<file path="src/rtl/video_mode_pkg.sv">
// video_mode_pkg: shared types for the video-mode reconfiguration sequencer.
//   vm_state_t : sequencer states
//   cnt_w()    : width of a saturating counter that must reach the value p
package video_mode_pkg;

    typedef enum logic [2:0] {
        WAIT_LOCK,
        SETTLE,
        RUN,
        DEBOUNCE,
        START,
        WAIT_RDY,
        FAIL
    } vm_state_t;

    // Never returns 0 so a zero-valued parameter still yields a legal vector.
    function automatic int cnt_w(input int p);
        return (p < 1) ? 1 : $clog2(p + 1);
    endfunction

endpackage

</file>
<file path="src/rtl/vm_counter.sv">
// vm_counter: saturating up-counter with synchronous clear and enable.
//   clk, rst : clock, synchronous active-high reset
//   clr      : force count to 0 (wins over en)
//   en       : count up by one, holding at MAX-1
//   tc       : count equals MAX-1 (the MAX-th counted cycle is in progress)
module vm_counter
    import video_mode_pkg::*;
#(
    parameter int MAX = 16,
    parameter int W   = cnt_w(MAX)
) (
    input  logic clk,
    input  logic rst,
    input  logic clr,
    input  logic en,
    output logic tc
);

    localparam logic [W-1:0] LAST = W'(MAX - 1);

    logic [W-1:0] cnt;

    always_ff @(posedge clk) begin
        if (rst)
            cnt <= '0;
        else if (clr)
            cnt <= '0;
        else if (en && cnt != LAST)
            cnt <= cnt + W'(1);
    end

    assign tc = (cnt == LAST);

endmodule

</file>
<file path="src/rtl/video_mode_ctrl.sv">
// video_mode_ctrl: debounces video-mode requests, strobes the MMCM DRP
// engine, and qualifies MMCM lock (timeout, retries, settle) before
// releasing locked_out to the timing generator.
//   clk, rst    : clock, synchronous active-high reset
//   video_mode  : requested mode code
//   rst_mmcm    : external MMCM reset request
//   locked_in   : MMCM lock (already synchronised)
//   srdy        : DRP engine done pulse
//   sen         : one-cycle reconfiguration strobe
//   mode_out    : mode being / last applied (valid with sen)
//   locked_out  : qualified lock, high only in RUN
//   busy        : high outside RUN and FAIL
//   timeout_err : sticky failure flag, cleared only by rst
module video_mode_ctrl
    import video_mode_pkg::*;
#(
    parameter int MODE_W         = 3,
    parameter int RESET_MODE     = 0,
    parameter int STABLE_CYCLES  = 16,
    parameter int SETTLE_CYCLES  = 256,
    parameter int TIMEOUT_CYCLES = 65536,
    parameter int MAX_RETRY      = 3
) (
    input  logic              clk,
    input  logic              rst,
    input  logic [MODE_W-1:0] video_mode,
    input  logic              rst_mmcm,
    input  logic              locked_in,
    input  logic              srdy,
    output logic              sen,
    output logic [MODE_W-1:0] mode_out,
    output logic              locked_out,
    output logic              busy,
    output logic              timeout_err
);

    localparam int            RW         = cnt_w(MAX_RETRY);
    localparam logic [RW-1:0] RETRY_LAST = RW'(MAX_RETRY);

    vm_state_t         state, state_nxt, retry_st;
    logic [MODE_W-1:0] req_q, req_d;
    logic [RW-1:0]     retry_q;
    logic              req_chg, mmcm_rst_hit;
    logic              deb_tc, set_tc, to_tc;
    logic              to_clr, retry_inc, retry_clr, load_mode;

    assign req_chg      = (req_q != req_d);
    assign mmcm_rst_hit = rst_mmcm && (state != FAIL);

    vm_counter #(.MAX(STABLE_CYCLES)) u_deb (
        .clk (clk), .rst (rst),
        .clr (state != DEBOUNCE || req_chg),
        .en  (1'b1),
        .tc  (deb_tc)
    );

    vm_counter #(.MAX(SETTLE_CYCLES)) u_settle (
        .clk (clk), .rst (rst),
        .clr (state != SETTLE),
        .en  (locked_in),
        .tc  (set_tc)
    );

    vm_counter #(.MAX(TIMEOUT_CYCLES)) u_timeout (
        .clk (clk), .rst (rst),
        .clr (to_clr),
        .en  (state == WAIT_LOCK || state == WAIT_RDY),
        .tc  (to_tc)
    );

    always_comb begin
        state_nxt = state;
        load_mode = 1'b0;
        retry_st  = (retry_q < RETRY_LAST) ? START : FAIL;
        if (mmcm_rst_hit) begin
            state_nxt = WAIT_LOCK;
        end else begin
            case (state)
                WAIT_LOCK: if (locked_in) state_nxt = SETTLE;
                           else if (to_tc) state_nxt = retry_st;
                SETTLE:    if (!locked_in) state_nxt = WAIT_LOCK;
                           else if (set_tc) state_nxt = RUN;
                RUN:       if (req_q != mode_out) state_nxt = DEBOUNCE;
                           else if (!locked_in) state_nxt = WAIT_LOCK;
                DEBOUNCE: begin
                    if (req_q == mode_out)
                        state_nxt = locked_in ? RUN : WAIT_LOCK;
                    else if (deb_tc && !req_chg) begin
                        state_nxt = START;
                        load_mode = 1'b1;
                    end
                end
                START:     state_nxt = WAIT_RDY;
                WAIT_RDY:  if (srdy) state_nxt = WAIT_LOCK;
                           else if (to_tc) state_nxt = retry_st;
                FAIL:      if (req_q != mode_out) state_nxt = DEBOUNCE;
                default:   state_nxt = WAIT_LOCK;
            endcase
        end
    end

    // Lock flapping between WAIT_LOCK and SETTLE must not extend the
    // per-attempt timeout, so only those two transitions keep the count.
    always_comb begin
        to_clr = mmcm_rst_hit;
        if (state_nxt != state &&
            !(state == WAIT_LOCK && state_nxt == SETTLE) &&
            !(state == SETTLE && state_nxt == WAIT_LOCK))
            to_clr = 1'b1;
    end

    assign retry_inc = (state == WAIT_LOCK || state == WAIT_RDY) && state_nxt == START;
    assign retry_clr = (state_nxt != state) && (state_nxt == RUN || state_nxt == DEBOUNCE);

    always_ff @(posedge clk) begin
        if (rst) begin
            state       <= WAIT_LOCK;
            req_q       <= MODE_W'(RESET_MODE);
            req_d       <= MODE_W'(RESET_MODE);
            mode_out    <= MODE_W'(RESET_MODE);
            retry_q     <= '0;
            timeout_err <= 1'b0;
        end else begin
            state <= state_nxt;
            req_q <= video_mode;
            req_d <= req_q;
            // Latched only on DEBOUNCE->START so retries re-strobe the same mode.
            if (load_mode)
                mode_out <= req_q;
            if (retry_clr)
                retry_q <= '0;
            else if (retry_inc)
                retry_q <= retry_q + RW'(1);
            if (state_nxt == FAIL)
                timeout_err <= 1'b1;
        end
    end

    assign sen        = (state == START);
    assign locked_out = (state == RUN);
    assign busy       = (state != RUN) && (state != FAIL);

endmodule

</file>
<file path="config.mk">
export PLATFORM = sky130hd
export DESIGN_NAME = video_mode_ctrl
export DESIGN_NICKNAME = d
export VERILOG_FILES = /design/src/rtl/video_mode_pkg.sv /design/src/rtl/vm_counter.sv /design/src/rtl/video_mode_ctrl.sv
export SDC_FILE = /design/constraint.sdc
export NUM_CORES = 1
export LEC_CHECK = 0
export BUFFER_PORTS_ARGS = -buffer_cell sky130_fd_sc_hd__buf_2
export CELL_PAD_IN_SITES_DETAIL_PLACEMENT = 0
export CELL_PAD_IN_SITES_GLOBAL_PLACEMENT = 1
export CORE_AREA = 2 2 74 76
export CTS_CLUSTER_DIAMETER = 150
export DETAILED_ROUTE_END_ITERATION = 10
export DIE_AREA = 0 0 76 78
export PLACE_DENSITY_LB_ADDON = 0.25
export REMOVE_ABC_BUFFERS = 1
export SETUP_SLACK_MARGIN = 0.2
export SLEW_MARGIN = 20
export SYNTH_ARGS = -nofsm -noshare
export SYNTH_HDL_FRONTEND = slang
export SYNTH_SLANG_ARGS = --single-unit
</file>
<file path="constraint.sdc">
create_clock -name clk -period 7 [get_ports clk]
set_input_delay 0.35 -clock clk [delete_from_list [all_inputs] [get_ports clk]]
set_output_delay 0.35 -clock clk [all_outputs]
set_load 0.1 [all_outputs]
</file>
### After elaboration in Yosys (flattened, before gate mapping)

Index checks and enable logic that the tools add are counted.

| word-level totals | value |
|---|---|
| input bits | 8 |
| word-level logic and storage cells | 81 |
| output and inout bits | 7 |
| bits in registers | 46 |

| cells by class | value |
|---|---|
| reductions and logical operators | 23 |
| $add $sub $neg | 4 |
| equal/unequal tests | 25 |
| magnitude comparators | 1 |
| muxes and demuxes | 19 |

Operators with widths:

| operator | count |
|---|---|
| 3-bit 2-to-1 mux | 11 |
| 3-bit one-hot mux with 7 select lines | 1 |
| 17-bit by 1-bit adder with 17-bit output (second input constant) | 1 |
| 17-bit by 16-bit equality test with 1-bit output (second input constant) | 1 |
| 17-bit by 16-bit != test with 1-bit output (second input constant) | 1 |
| 3-bit equality test (second input constant) | 5 |
| 3-bit by 2-bit equality test with 1-bit output (second input constant) | 4 |
| 1-bit logical AND | 11 |
| 9-bit by 1-bit adder with 9-bit output (second input constant) | 1 |
| 9-bit by 8-bit equality test with 1-bit output (second input constant) | 1 |
| 3-bit != test | 3 |
| 9-bit by 8-bit != test with 1-bit output (second input constant) | 1 |
| 2-bit OR reduction | 4 |
| 3-bit by 1-bit equality test with 1-bit output (second input constant) | 2 |
| 3-bit zero test | 2 |
| 3-bit by 2-bit != test with 1-bit output (second input constant) | 2 |
| 5-bit by 1-bit adder with 5-bit output (second input constant) | 1 |
| 5-bit by 4-bit equality test with 1-bit output (second input constant) | 1 |
| 1-bit 2-to-1 mux | 5 |
| 5-bit by 4-bit != test with 1-bit output (second input constant) | 1 |
| 2-bit 2-to-1 mux | 2 |
| 3-bit equality test | 1 |
| 1-bit zero test | 3 |
| 1-bit logical OR | 3 |
| other kinds (4) | 4 |

### Logic depth before layout (Yosys ltp)

| logic depth | value |
|---|---|
| depth in word-level cells | 14 |
| gate-level depth with buffers | 12 |
| gate-level depth less buffers | 11 |

### Hierarchy

A second synthesis with hierarchy kept.

| second synthesis, totals | value |
|---|---|
| cell total of the unflattened synthesis | 281 |
| area, all modules | 2476.1 µm² |

By module, submodules not included:

| module | cells each | instances | seq. area each (µm²) | area an instance (µm²) |
|---|---|---|---|---|
| video_mode_ctrl | 116 | 1 | 300.3 | 993.5 |
| vm_counter at u_timeout | 92 | 1 | 340.3 | 824.5 |
| vm_counter at u_settle | 47 | 1 | 180.2 | 416.6 |
| vm_counter at u_deb | 26 | 1 | 100.1 | 241.5 |

### Worst setup path after synthesis

OpenSTA, ideal clock, no wires.

| path | value |
|---|---|
| path type | register to output |
| start | reg state[0] |
| end | out locked_out |
| path buffers | 1 |
| data required time | 6.650 ns |
| data arrival time | 2.634 ns |
| stages on the path, launching flop included | 4 |
| slack | 4.016 ns |
| path through | dfxtp_1 -> buf_2 -> nand2b_1 -> nor2_1 |

| between the ends | value |
|---|---|
| cells in the longest elaborated chain, start to end | 1 |

RTL lines:

| item | RTL line | text |
|---|---|---|
| from (decl) | video_mode_ctrl.sv:40 | `vm_state_t state, state_nxt, retry_st;` |
| from (signal assigned) | video_mode_ctrl.sv:124 | `state <= state_nxt;` |
| 3-bit by 2-bit equality test with 1-bit output | video_mode_ctrl.sv:140 | `assign locked_out = (state == RUN);` |
| to (decl) | video_mode_ctrl.sv:32 | `output logic locked_out,` |

Every way passes these cells.

### Worst setup path in the final report

| path | value |
|---|---|
| start | reg u_timeout.cnt[5] |
| end | reg u_timeout.cnt[0] |

| between the ends | value |
|---|---|
| cells in the longest elaborated chain, start to end | 12 |
| elaborated cells between the ends (all ways) | 19 |
| classes of those cells | eq/ne: 4; mux: 6; reduce/logical: 9 |

RTL lines:

| item | RTL line | text |
|---|---|---|
| from (decl) | vm_counter.sv:21 | `logic [W-1:0] cnt;` |
| from (signal assigned) | vm_counter.sv:29 | `cnt <= cnt + W'(1);` |
| 17-bit by 16-bit equality test with 1-bit output | vm_counter.sv:32 | `assign tc = (cnt == LAST);` |
| 3-bit 2-to-1 mux | video_mode_ctrl.sv:80, video_mode_ctrl.sv:95 |  |
| 3-bit 2-to-1 mux (on tied branches) | video_mode_ctrl.sv:94, video_mode_ctrl.sv:79 |  |
| 3-bit one-hot mux with 7 select lines | video_mode_ctrl.sv:78 | `case (state)` |
| 3-bit 2-to-1 mux | video_mode_ctrl.sv:75 | `if (mmcm_rst_hit) begin` |
| 3-bit by 1-bit equality test with 1-bit output | video_mode_ctrl.sv:107 | `!(state == WAIT_LOCK && state_nxt == SETTLE) &&` |
| 1-bit logical AND | video_mode_ctrl.sv:107 |  |
| 1-bit zero test | video_mode_ctrl.sv:107 |  |
| 1-bit logical AND | video_mode_ctrl.sv:106 | `if (state_nxt != state &&` |
| 1-bit logical AND | video_mode_ctrl.sv:107 |  |
| 1-bit 2-to-1 mux | video_mode_ctrl.sv:106 |  |
| 2-bit OR reduction (no source line) | - |  |

Several ways; a longest one is shown, not always the timed one.
A chain may end at the register's enable or synchronous reset.

==> out/summary.txt <==
Int Pwr = 347 uW
CTS-repair resized insts = 0
Pleak = 0.00104 uW
Max incr delay on CP = 630 ps
Clk_lat worst skew = 300 ps
Vias in the first global route = 1,724
Synth top area share = 36.9%
CP endpoint kind = flop
Slowest CP cell = a32oi_4
Status = completed
Skew final = 5.62 ps
Synthesis-to-finish area growth = 7.12%
Total CTS buffers = 5
Antenna Violating Nets Remaining = 0
WS Path Type = flop to flop
Hold-fix buffer count after cts = 0
Cell Rows = 26
Net Sw Power = 112 uW
Routability Congestion = 0.818
Total power = 459 uW
CTS tree = built
Vias = 1,886
Max_slew headroom = 52.7%
Worst hold slack = 253 ps
Initial antenna violation count = 0
RSZ-0062 raised after global routing = no
Tmin final = 3140 ps
DP Wirelength = 3.22 mm
Peak VDD IR = 0.000112 V
CTS Buffer Depth = 2
Final #Nets = 300
Pins Over Slew Limit = 0
Largest cells by area after synthesis = dfxtp_1 (37%), xor2_1 (7.4%), nor2_1 (4.8%)
Clk network pwr share = 34.8%
Synthesized area = 0.00249 sq mm
Core area = 0.00504 sq mm
Pre-Repair DR Iteration Count = 4
Register share of total power = 58.4%
Worst-path maximum fanout = 17
Finished Layout Cells = 356
Clock sinks = 46
Setup Buffers After CTS = 0
I/O pin total = 15
Initial core utilization = 49.5%
Hold Path Depth = 2
Post-synth top area cell = dfxtp_1
Setup TNS = 0 ps
Layout cells sized above 1 = 15.7%
Slew of the pin with the lowest slew margin = 709 ps
Fmax = 318 MHz
Drt initial violations = 113
Wire per inst = 12.4 um
Root buf cell = clkbuf_8
Register area share after synthesis = 36.9%
Comb power frac = 6.7%
Die height = 78 um
Count of final hold-check violations = 0
GR Util All Layers = 16.4%
DP Cell Count = 348
First-pass GRT wire length = 7.98 mm
GRT overflow = 0
H-tree levels = 2
Final WL = 4.42 mm
FF-to-FF path depth = 11
Ant. Diodes = 0
Switching share of power = 24.3%
IO buf count = 14
Die X = 76 um
Yosys warns = 0
Most frequent CP cell = nor2_1
Worst EP arrival = 3300 ps
Avg Cell Area, Syn = 9.01 sq um
Pwr dens = 172 mW/mm^2
Required @ worst endpoint = 7160 ps
Worst setup SP type = flop
Synth Instances = 277
Hold Crit Class = input pin to flop
Final Setup Violations = 0
Largest net degree at the start of global routing = 22
Seq cells post-synth = 46
Die area = 0.00593 sq mm
Vias/cell = 5.30
Fin crit share = 44.9%
Netlist cell types = 52
Fillers = 505
DRC = 0
Clk pin slew, worst setup/hold paths = 80 ps
CP cell instances = nand4_1, nor3_1, nand3_1, nor2_1, ha_1, o211ai_1, o311ai_1, o32a_4, mux2_4, a32oi_4, nor2_1
Max cap viols = 0
[cell families after synthesis]
| logic type | count (synthesis) | share of synthesized area [%] |
|---|---|---|
| fa+ha+maj | 7 | 3.51 |
| xor+xnor | 29 | 11.1 |
| flops | 46 | 36.9 |
| simple gates | 128 | 28.2 |
| mux | 12 | 5.17 |
| buf+inv | 20 | 3.71 |
| compound gates | 35 | 11.4 |
[worst paths after layout]
path | to | slack [ps] | startpoint
setup / recovery | u_timeout.cnt[0]$_SDFFE_PP0P_ | 3860 | u_timeout.cnt[5]$_SDFFE_PP0P_
hold / removal | req_q[0]$_SDFF_PP0_ | 250 | video_mode[0]
hold reg to reg | retry_q[1]$_SDFFE_PP0P_ | 500 | retry_q[1]$_SDFFE_PP0P_
setup reg to reg | u_timeout.cnt[0]$_SDFFE_PP0P_ | 3860 | u_timeout.cnt[5]$_SDFFE_PP0P_
[critical path: cells and delay by family (launching register included)]
family | cells | cell delay [ps]
flip-flops | 1 | 410
adder cells (fa/ha/maj) | 1 | 260
multiplexers | 1 | 310
AND/OR/NAND/NOR | 5 | 730
AO/OA/AOI/OAI | 4 | 1270
[power by group through the flow]
| stage | sequential (uW) | clock (uW) | combinational (uW) |
|---|---|---|---|
| after global placement | 274 | 0 | 31.3 |
| after global routing | 269 | 177 | 34.6 |
| after floorplan | 274 | 0 | 22.3 |
| after CTS | 268 | 167 | 31.1 |
| after detailed placement | 274 | 0 | 31.0 |
| final | 268 | 160 | 30.9 |
[cell type report]
class | instances | area, sq um | area share [%]
multi-input combinational | 211 | 1480 | 55.4
clock buffer | 6 | 72.6 | 2.72
tap | 70 | 87.6 | 3.28
clock inverter | 2 | 13.8 | 0.515
timing repair buffer | 14 | 70.1 | 2.62
inverter | 7 | 26.3 | 0.983
sequential | 46 | 921 | 34.5
[synth_stat cells (all sizes together)]
| cell | n |
|---|---|
| a211oi | 4 |
| a21boi | 2 |
| a21oi | 9 |
| a311o | 1 |
| a31o | 1 |
| a31oi | 1 |
| a32oi | 1 |
| a41oi | 1 |
| and2 | 2 |
| and3 | 4 |
| and3b | 2 |
| and4 | 1 |
| and4b | 1 |
| buf | 7 |
| clkbuf | 6 |
| dfxtp | 46 |
| ha | 7 |
| inv | 7 |
| mux2 | 4 |
| mux2i | 8 |
| nand2 | 18 |
| nand2b | 4 |
| nand3 | 9 |
| nand4 | 10 |
| nand4b | 1 |
| nor2 | 42 |
| nor2b | 10 |
| nor3 | 6 |
| nor3b | 2 |
| nor4 | 5 |
| nor4b | 2 |
| o2111ai | 1 |
| o211a | 3 |
| o211ai | 2 |
| o21ai | 3 |
| o21bai | 1 |
| o311ai | 3 |
| o31ai | 1 |
| o32a | 1 |
| or2 | 1 |
| or3 | 8 |
| xnor2 | 5 |
| xor2 | 24 |
[stage by stage]
step | instance area (sq um) | setup WS, ps | utilization (%)
3_3_place_gp | 2590 | 3900 | 51.3
3_5_place_dp | 2590 | 3830 | 51.3
5_1_grt | 2670 | 3540 | 53.0
6_report | 2670 | 3860 | 53.0
2_1_floorplan | 2430 | 3800 | -
4_1_cts | 2670 | 3820 | 53.0
[sequential cells by signal (all words and copies together), names as in the netlist]
name           cells
mode_out           3
req_d              3
req_q              3
retry_q            2
state              3
timeout_err        1
u_deb.cnt          5
u_settle.cnt       9
u_timeout.cnt     17
[metal layers]
layer	global-route usage, %	vias up	wire [um]
met5	0	-	0
met1	22.9	857	2300
met3	3.72	10	151
met2	24.3	34	1860
met4	7.09	0	106
li1	-	985	-
[cells in the final DEF (no fill, tap or decap), types with 2 or more instances in the layout]
cell	n
dfxtp_1	46
nor2_1	32
xor2_1	21
nand2_1	18
buf_2	14
nand4_1	10
nor2b_1	10
nor2_2	10
nand3_1	9
a21oi_1	9
or3_1	8
mux2i_1	8
inv_1	7
ha_1	7
nor3_1	5
xnor2_1	5
clkbuf_8	5
nand2b_1	4
and3_1	4
a211oi_1	4
xor2_2	3
nor4_1	3
mux2_2	3
o211a_1	3
o21ai_0	3
and3b_1	2
a21boi_0	2
nor4b_1	2
nor3b_1	2
and2_1	2
o211ai_1	2
o311ai_1	2
(Power assumes the default switching activity.)
